File: src/rtl/bit_stream_pkg.sv
// Shared state encoding and default sizing for the bit stream generator.
package bit_stream_pkg;
  typedef enum logic [1:0] {
    IDLE  = 2'd0,
    SHIFT = 2'd1,
    DONE  = 2'd2
  } state_t;

  localparam int DEF_WIDTH = 8;
  localparam int DEF_DIV   = 50000000;
endpackage

File: src/rtl/bit_stream_gen_if.sv
// Load/pattern request and serial output bundle for bit_stream_gen.
interface bit_stream_gen_if #(parameter int WIDTH = 8);
  logic             load;
  logic [WIDTH-1:0] data;
  logic             bit_out;
  logic             bit_valid;
  logic             busy;
  logic             done;
  logic [3:0]       cnt;

  modport master (output load, data, input bit_out, bit_valid, busy, done, cnt);
  modport slave  (input load, data, output bit_out, bit_valid, busy, done, cnt);
endinterface

File: src/rtl/bit_stream_gen_tick_gen.sv
// Bit-period prescaler: counts 0..DIV-1 while clr is low, tick on DIV-1.
module tick_gen
  import bit_stream_pkg::*;
#(
  parameter int DIV = DEF_DIV
) (
  input  logic clk,
  input  logic rst,
  input  logic clr,
  output logic tick
);
  localparam int PW = $clog2(DIV);

  logic [PW-1:0] pcnt;

  assign tick = (pcnt == PW'(DIV - 1));

  always_ff @(posedge clk) begin
    if (!rst)             pcnt <= '0;
    else if (clr || tick) pcnt <= '0;
    else                  pcnt <= pcnt + PW'(1);
  end
endmodule

File: src/rtl/bit_stream_gen.sv
// Serialises a captured WIDTH-bit pattern MSB first, one bit per DIV clocks.
// Define BIT_STREAM_PARITY_EN to append an even-parity bit to each frame.
module bit_stream_gen
  import bit_stream_pkg::*;
#(
  parameter int WIDTH = DEF_WIDTH,
  parameter int DIV   = DEF_DIV
) (
  input  logic           clk,
  input  logic           rst,
  bit_stream_gen_if.slave bus
);
`ifdef BIT_STREAM_PARITY_EN
  localparam int FL = WIDTH + 1;
`else
  localparam int FL = WIDTH;
`endif

  state_t          state, state_n;
  logic [FL-1:0]   shreg, shreg_n, capture;
  logic [3:0]      cnt, cnt_n;
  logic            bit_out, bit_out_n;
  logic            bit_valid_n, done_n, busy_n;
  logic            bit_valid, done, busy;
  logic            load_q, tick, clr;

  // Parity rides along as the LSB so plain shifting emits it last.
`ifdef BIT_STREAM_PARITY_EN
  assign capture = {bus.data, ^bus.data};
`else
  assign capture = bus.data;
`endif

  assign clr = (state != SHIFT);

  tick_gen #(.DIV(DIV)) u_tick (
    .clk  (clk),
    .rst  (rst),
    .clr  (clr),
    .tick (tick)
  );

  always_ff @(posedge clk) begin
    if (!rst) state <= IDLE;
    else      state <= state_n;
  end

  always_comb begin
    state_n     = state;
    shreg_n     = shreg;
    cnt_n       = cnt;
    bit_out_n   = bit_out;
    bit_valid_n = 1'b0;
    done_n      = 1'b0;
    case (state)
      IDLE: if (bus.load && !load_q) begin
        shreg_n = capture;
        cnt_n   = 4'd0;
        state_n = SHIFT;
      end
      SHIFT: if (tick) begin
        // The tick after the last bit closes out that bit's full period.
        if (cnt == 4'(FL)) begin
          state_n = DONE;
        end else begin
          bit_out_n   = shreg[FL-1];
          shreg_n     = shreg << 1;
          cnt_n       = cnt + 4'd1;
          bit_valid_n = 1'b1;
        end
      end
      DONE: begin
        done_n  = 1'b1;
        state_n = IDLE;
      end
      default: state_n = IDLE;
    endcase
    busy_n = (state_n == SHIFT);
  end

  always_ff @(posedge clk) begin
    if (!rst) begin
      shreg     <= '0;
      cnt       <= 4'd0;
      bit_out   <= 1'b0;
      bit_valid <= 1'b0;
      done      <= 1'b0;
      busy      <= 1'b0;
      load_q    <= 1'b0;
    end else begin
      shreg     <= shreg_n;
      cnt       <= cnt_n;
      bit_out   <= bit_out_n;
      bit_valid <= bit_valid_n;
      done      <= done_n;
      busy      <= busy_n;
      load_q    <= bus.load;
    end
  end

  assign bus.bit_out   = bit_out;
  assign bus.bit_valid = bit_valid;
  assign bus.busy      = busy;
  assign bus.done      = done;
  assign bus.cnt       = cnt;
endmodule
File: src/flat_wrapper.sv
// flat-port wrapper written by rule: the top's interface ports become plain ports
module bit_stream_gen_flat import bit_stream_pkg::*;
#(
  parameter int WIDTH = DEF_WIDTH,
  parameter int DIV   = DEF_DIV
)
  (clk, rst, bus_load, bus_data, bus_bit_out, bus_bit_valid, bus_busy, bus_done, bus_cnt);
  bit_stream_gen_if #(.WIDTH(WIDTH)) bus_i ();
  input  logic clk;
  input  logic rst;
  input wire logic [$bits(bus_i.load)-1:0] bus_load;
  input wire logic [$bits(bus_i.data)-1:0] bus_data;
  output wire logic [$bits(bus_i.bit_out)-1:0] bus_bit_out;
  output wire logic [$bits(bus_i.bit_valid)-1:0] bus_bit_valid;
  output wire logic [$bits(bus_i.busy)-1:0] bus_busy;
  output wire logic [$bits(bus_i.done)-1:0] bus_done;
  output wire logic [$bits(bus_i.cnt)-1:0] bus_cnt;
  assign bus_i.load = bus_load;
  assign bus_i.data = bus_data;
  assign bus_bit_out = bus_i.bit_out;
  assign bus_bit_valid = bus_i.bit_valid;
  assign bus_busy = bus_i.busy;
  assign bus_done = bus_i.done;
  assign bus_cnt = bus_i.cnt;
  bit_stream_gen #(.WIDTH(WIDTH), .DIV(DIV)) u_core (.clk(clk), .rst(rst), .bus(bus_i));
endmodule
File: config.mk
export PLATFORM = sky130hd
export DESIGN_NAME = bit_stream_gen_flat
export DESIGN_NICKNAME = d
export VERILOG_FILES = /design/src/rtl/bit_stream_pkg.sv /design/src/rtl/bit_stream_gen_if.sv /design/src/rtl/bit_stream_gen_tick_gen.sv /design/src/rtl/bit_stream_gen.sv /design/src/flat_wrapper.sv
export SDC_FILE = /design/constraint.sdc
export NUM_CORES = 1
export LEC_CHECK = 0
export CORE_MARGIN = 3
export CORE_UTILIZATION = 43
export DETAILED_ROUTE_END_ITERATION = 7
export MAX_ROUTING_LAYER = met4
export PLACE_DENSITY_LB_ADDON = 0.2
export SLEW_MARGIN = 20
export SYNTH_ARGS = -nofsm -noshare
export SYNTH_HDL_FRONTEND = slang
export SYNTH_SLANG_ARGS = --single-unit
File: constraint.sdc
create_clock -name clk -period 2.4 [get_ports clk]
set_input_delay 0.36 -clock clk [delete_from_list [all_inputs] [get_ports clk]]
set_output_delay 0.36 -clock clk [all_outputs]
set_load 0.05 [all_outputs]
==> results of run 1 <==
## power groups by stage
stage                     logic (W)  registers (W)  clock network (W)
after floorplan            0.000134       0.000825                  0
after global placement     0.000205       0.000818                  0
after CTS                  0.000207       0.000801           0.000590
after detailed placement   0.000206       0.000818                  0
final                      0.000208       0.000801           0.000579
after global routing       0.000230       0.000805           0.000616
## layout by cell type (no fill, tap or decap), types with 2 or more instances in the layout
cell type,instances
xor2_1,11
dfxtp_1,45
nor3_1,6
nand4_1,9
a21oi_1,11
ha_1,3
nand2_1,16
inv_1,6
nor2_1,29
and3_1,3
o21ai_0,5
nor4_1,3
buf_4,6
o211ai_1,3
xnor2_1,11
clkdlybuf4s50_1,18
and4_1,3
a311oi_1,7
or3_1,4
nand3_1,13
mux2i_1,7
clkbuf_8,5
and2_1,2
nor2b_1,3
## metal layers
metal,part of all wire (%),global-route usage (%),up-vias
met5,0,-,-
met4,1.5,5.336,0
met3,3.0,4.005,7
met2,43,20.60,19
met1,52,22.30,743
li1,-,-,853
## final cells by class
class,count,area share (%)
Clock buffer,5,2.862
Clock inverter,3,1.925
Inverter,6,0.9365
Multi-Input combinational cell,167,44.74
Sequential cell,45,37.46
Tap cell,52,2.706
Timing Repair Buffer,24,9.365
## path summary, 6_finish.rpt
check | from | end
worst max-delay path | u_core.u_tick.pcnt[0] | u_core.bus.cnt[3]
worst min-delay path | u_core.shreg[7] | u_core.bus.bit_out
worst max register to register | u_core.u_tick.pcnt[0] | u_core.bus.cnt[3]
worst min register to register | u_core.shreg[7] | u_core.bus.bit_out
## flip-flops by register name, indices dropped and copies added, names as in the netlist
register and flops:
u_core.bus.bit_out 1, u_core.bus.bit_valid 1, u_core.bus.busy 1, u_core.bus.cnt 4, u_core.bus.done 1, u_core.load_q 1, u_core.shreg 8, u_core.state 2
u_core.u_tick.pcnt 26
## worst max-delay path, stage by stage, from the launching register on
cell and delay (ns):
dfxtp_1 0.38, ha_1 0.24, and4_4 0.26, nand2_2 0.05
or3_1 0.46, or4_1 0.50, nand3_1 0.09
## metrics by stage
| stage | cells | hold WS, ns | total power (W) |
|---|---|---|---|
| after floorplan | 227 | 0.4299 | 0.0009588 |
| after global placement | 294 | 0.4496 | 0.001023 |
| after detailed placement | 294 | 0.4588 | 0.001024 |
| after CTS | 302 | 0.4782 | 0.001598 |
| after global routing | 302 | 0.4988 | 0.001651 |
| final | 302 | 0.4746 | 0.001588 |
## cell families after synthesis
family          after synthesis
simple gates                101
flops                        45
compound gates               33
xor+xnor                     22
buf+inv                      15
mux                           8
fa+ha+maj                     3
==> metrics.md, run 1 <==
| Metric | Value |
|---|---|
| Result of the run | completed |
| Internal power | about 0.0012 W |
| Min Tclk post-route | 2.024 ns |
| Multiplexer area fraction after synthesis | roughly 4.0% |
| Antenna Nets Post-Route | 0 |
| Latest clock arrival within the worst-skew pair | 0.30 ns |
| Routed vias | 1622 |
| Routed wire length | ~4 mm |
| Pre-CTS WS | a little under 0.4 ns |
| First-pass GRT wire length | between 6 and 7 mm |
| Synth Warn # | 0 |
| Drt wl/cell | ~13 um |
| Initial Util | ~46% |
| Compound-Gate Fraction of Synth Area | between 10% and 20% |
| Area of placed instances | roughly 2300 um2 |
| CTS Buffer Depth | 2 |
| Seq cells post-synth | between 40 and 50 |
| CTS buffer count | 5 |
| Layout cells sized above 1 | under 10% |
| Pwr Density | 660.4 nW/um2 |
| Vias per inst | 5.371 |
| Avg Cell Area, Syn | roughly 9.0 um2 |
| Die ar. | ~5600 um2 |
| Max-cap violations | 0 |
| Clk pwr share | roughly 37% |
| Final worst setup slack | ~0.38 ns |
| Critical Path AT | around 2.3 ns |
| Tcrit/Tclk final | 84.34% |
| Simple-gate share of the synthesized area | between 20% and 30% |
| CTS clk-pin slew, worst paths | ~0.09 ns |
| Synth-to-Final Area Change | 17.91% |
| CTS Hold Bufs | 0 |
| Initial antenna violation count | 0 |
| Sequential power share | between 50% and 60% |
| Net Sw Power | around 0.00041 W |
| Vias in the first global route | between 1000 and 1500 |
| Number of setup violations in the final report | 0 |
| Endpoints failing hold | 0 |
| Largest family of logic cells by synthesized area | simple AND/OR/NAND/NOR gates |
| Final core utilization | between 50% and 60% |
| Fmax | about 0.5 GHz |
| Top post-synthesis cells by count | dfxtp_1 (45), nor2_1 (29), nand2_1 (16), nand3_1 (13) |
| Fin. max-slew vios | 0 |
| Setup TNS | 0 ns |
| Setup bufs post-CTS | 0 |
| Syn Nets | approximately 240 |
| Adder-cell share of the synthesized area | about 1.8% |
| Count leader, synth | dfxtp_1 |
| Syn Inst Count | between 200 and 250 |
| RSZ-0062 raised after global routing | no |
| Kind of critical path | flop to flop |
| H-Tree Depth | 2 |
| Gr usage total | 15.44% |
| Ant. Diodes | 0 |
| EDFF count, synth | 0 |
| Crit path max fanout | 7 |
| Worst Setup End Kind | flop |
| Port buffer count | 18 |
| Dpl hpwl | between 2 and 3 mm |
| Grt total ovfl | 0 |
| Synth area leaders | dfxtp_1 (44%), nor2_1 (5.3%), xnor2_1 (4.7%) |
| Setup Skew | 0.006276 ns |
| Synth Area in XOR/XNOR | a little under a tenth |
| Mapped Area | 2039 um2 |
| Net Sw Frac | between 20 and 30% |
| R2R Setup Slk | roughly 0.38 ns |
| Fillers | a little over 400 |
| Max IR drop VDD | about 0.00032 V |
| FF-to-FF path depth | 6 |
| RD Place Congestion | around 0.80 |
| Worst hold path depth | 2 |
| Root Buffer | clkbuf_8 |
| Core box area | around 4500 um2 |
| Largest net degree at the start of global routing | 27 |
| Slew @ Worst Pin | 0.4956 ns |
| Yosys top cell by area | dfxtp_1 |
| Area share of the largest cell type after synthesis | 44.17% |
| # DRC | 0 |
| Count of cell types in the netlist | 43 |
| Post-route cell area | around 2400 um2 |
| Cts repair resizes | 0 |
| First-iteration detailed-routing DRC count | 95 |
| I/O Pins | 19 |
| Hold WC Path Type | flop to flop |
| Net count, final | 263 |
| Register area | 900.9 um2 |
| Leak | a little over 0.8 nW |
| Post-synthesis sequential area ratio | between 40% and 50% |
| Most common flop cell mapped by yosys | dfxtp_1 |
| Slew margin rel. | between 60% and 70% |
| Comb power frac | 13.1% |
| CP Data Required Time | between 2 and 3 ns |
| Multi-input gate area | roughly 1100 um2 |
| Critical Path Start Type | flop |
| CTS tree | done |
| Post-synth ARST share | 0% |
| Die Height | 74.87 um |
| # clock sinks | 45 |
| FP Rows | 24 |
| DR pass1 iterations | 4 |
| Die X | 74.87 um |
(Power assumes the default switching activity.)
==> run 2, diff against run 1 <==
clock period = 1.73 ns   (was 2.4 ns; I/O delays follow)
==> metrics.md, run 2 (synthesis gave the netlist of run 1 again) <==
| Metric | Value |
|---|---|
| Latest clock arrival within the worst-skew pair | 0.29 ns (about the same) |
| Antenna Nets Post-Route | 0 (unchanged) |
| Net Sw Frac | 27.45% (+1.8 points) |
| Final hold slack | 0.4735 ns (-0.001109 ns) |
| Total power | 0.002163 W (+36%) |
| Largest reg by FF count | u_core.u_tick.pcnt |
| Fillers | 370 (-8.9%) |
| Fin. max-slew vios | 0 (unchanged) |
| RSZ-0062 raised after global routing | yes |
| Vias per inst | 5.236 (-2.5%) |
| Critical Path AT | 1.94 ns (-0.33 ns) |
| First-pass GRT wire length | 7.445 mm (+15%) |
| Slew margin rel. | 66.78% (-0.075 points) |
| CTS clk-pin slew, worst paths | 0.09 ns (about the same) |
| Pwr Density | 753.9 nW/um2 (+14%) |
| Dpl hpwl | 3.203 mm (+18%) |
| Fmax | 0.5695 GHz (+15%) |
| Final core utilization | 64.12% (+10 points) |
| # DRC | 0 (unchanged) |
| Drt wl/cell | 13.26 um (+1.2%) |
| Die ar. | 5606 um2 (unchanged) |
| Endpoints failing hold | 0 (unchanged) |
| Root Buffer | clkbuf_8 |
| Routed wire length | 4.654 mm (+18%) |
| DR pass1 iterations | 4 (unchanged) |
| Kind of critical path | flop to flop |
| Reg2reg start | u_core.u_tick.pcnt[0] |
| Layout cells sized above 1 | 33.11% (+24 points) |
| Die Height | 74.87 um (unchanged) |
| Area of placed instances | 2631 um2 (+15%) |
| Setup Skew | 0.007100 ns (+0.0008235 ns) |
| CTS Hold Bufs | 0 (unchanged) |
| RD Place Congestion | 0.8187 (+2.5%) |
| Most frequent cells in the layout | buf_4 (55), dfxtp_1 (39), nor2_1 (29) |
| CTS tree | done |
| Largest register FFs | 26 (unchanged) |
| Core box area | 4474 um2 (unchanged) |
| Setup TNS | -0.02974 ns (-0.02974 ns) |
| R2R Setup Slk | -0.03 ns (-0.40 ns) |
| Post-route cell area | 2869 um2 (+19%) |
| Worst Setup End Kind | flop |
| Most common cell after layout, fill and taps aside | buf_4 |
| Final worst setup slack | -0.02602 ns (-0.4018 ns) |
| Synth-to-Final Area Change | 40.67% |
| Gr usage total | 17.90% (+2.5 points) |
| Ant. Diodes | 0 (unchanged) |
| Max-cap violations | 0 (unchanged) |
| Routed vias | 1838 (+13%) |
| Violated checks | negative setup slack |
| Net Sw Power | 0.0005937 W (+46%) |
| Grt total ovfl | 0 (unchanged) |
| Critical Path Start Type | flop |
| CP Data Required Time | 1.92 ns (-0.72 ns) |
| Initial Util | 45.58% (unchanged) |
| Max IR drop VDD | 0.0004350 V (+34%) |
| Crit path max fanout | 3 (-4) |
| Number of setup violations in the final report | 3 (+3) |
| First-iteration detailed-routing DRC count | 64 (-33%) |
| # clock sinks | 45 (unchanged) |
| Tcrit/Tclk final | 101.5% (+17 points) |
| Vias in the first global route | 1646 (+18%) |
| FP Rows | 24 (unchanged) |
| CTS Buffer Depth | 2 (unchanged) |
| Largest regs | u_core.u_tick.pcnt (26), u_core.shreg (8), u_core.bus.cnt (4) |
| H-Tree Depth | 2 (unchanged) |
| Hold WC Path Type | flop to flop |
| Port buffer count | 18 (unchanged) |
| Worst flop-to-flop path endpoint | u_core.bus.cnt[0] |
| Net count, final | 312 (+19%) |
| Leak | 1.088 nW (+34%) |
| Comb power frac | 19.1% (+6.0 points) |
| Clk pwr share | 29.2% (-7.3 points) |
| FF-to-FF path depth | 8 (+2) |
| Largest net degree at the start of global routing | 25 (-7.4%) |
| CTS buffer count | 5 (unchanged) |
| Critical Path Source | u_core.u_tick.pcnt[0] |
| Die X | 74.87 um (unchanged) |
| Critical Path End | u_core.bus.cnt[0] |
| Slew @ Worst Pin | 0.4968 ns (+0.001129 ns) |
| I/O Pins | 19 (unchanged) |
| Sequential power share | 51.7% (+1.3 points) |
| Internal power | 0.001569 W (+33%) |
| Result of the run | finished with violations |
| Initial antenna violation count | 0 (unchanged) |
| Min Tclk post-route | 1.756 ns (-0.2682 ns) |
## run 2: changes by cell type in the layout (fill, tap and decap cells not counted), sizes merged
cell,before,now
clkinv,1,2
buf,6,60
bufinv,1,0
clkdlybuf4s50,18,13
## run 2: worst min path at each step
stage	slack, ns	endpoint	cells past startpoint	from
CTS	0.46	u_core.bus.bit_out	2	u_core.shreg[7]
global placement	0.45	u_core.bus.bit_out	2	u_core.shreg[7]
global route	0.51	u_core.bus.done	1	u_core.state[0]
detailed placement	0.46	u_core.bus.done	1	u_core.state[0]
floorplan	0.38	u_core.load_q	1	bus_load
finish	0.47	u_core.bus.bit_out	2	u_core.shreg[7]
## run 2: power groups by stage
| stage | combinational [W] | sequential, W | clock [W] |
|---|---|---|---|
| CTS | 0.000380 | 0.00111 | 0.000659 |
| global route | 0.000450 | 0.00112 | 0.000706 |
| detailed placement | 0.000345 | 0.00114 | 0 |
| global placement | 0.000341 | 0.00114 | 0 |
| finish | 0.000413 | 0.00112 | 0.000632 |
| floorplan | 0.000188 | 0.00115 | 0 |
## run 2: what timing repair did
action | 4_1_cts | 5_1_grt
pin swaps | 3 | 13
gates resized for setup | 8 | 18
setup buffers | 3 | 2
hold endpoints to repair | 0 | 0
cloned | 1 | 0
endpoints found under the setup margin | 9 | 37
## run 2: final cells by class
class / count / area (um2) / area share (%)
Tap cell: 52 / 65.06 / 2.268
Sequential cell: 45 / 908.4 / 31.66
Timing Repair Buffer: 73 / 608.1 / 21.19
Multi-Input combinational cell: 167 / 1179 / 41.08
Clock inverter: 3 / 17.52 / 0.6106
Inverter: 6 / 22.52 / 0.7850
Clock buffer: 5 / 68.82 / 2.399
## run 2: per-layer routing
metal  up-vias  GRT usage, %  wire [um]  part of all wire (%)
li1        953             -          -                     -
met1       857         25.80       2389                    51
met2        26         24.47       2097                    45
met3         2         4.406        139                   3.0
met4         0         5.534         27                  0.58
met5         -             -          0                     0
## run 2: worst max-delay path: stages, from the launching register on
cell     delay [ns]
dfxtp_2        0.36
ha_4           0.14
and4_4         0.22
buf_6          0.10
nand4_1        0.13
buf_4          0.19
o21ai_4        0.16
o21ai_2        0.09
mux2_4         0.26
## run 2: stage by stage
stage                     setup WS (ns)  instances
after CTS                      -0.02548        349
after floorplan                0.006441        227
final                          -0.02602        351
after detailed placement        -0.1172        337
after global routing           -0.08478        351
after global placement         -0.09037        337
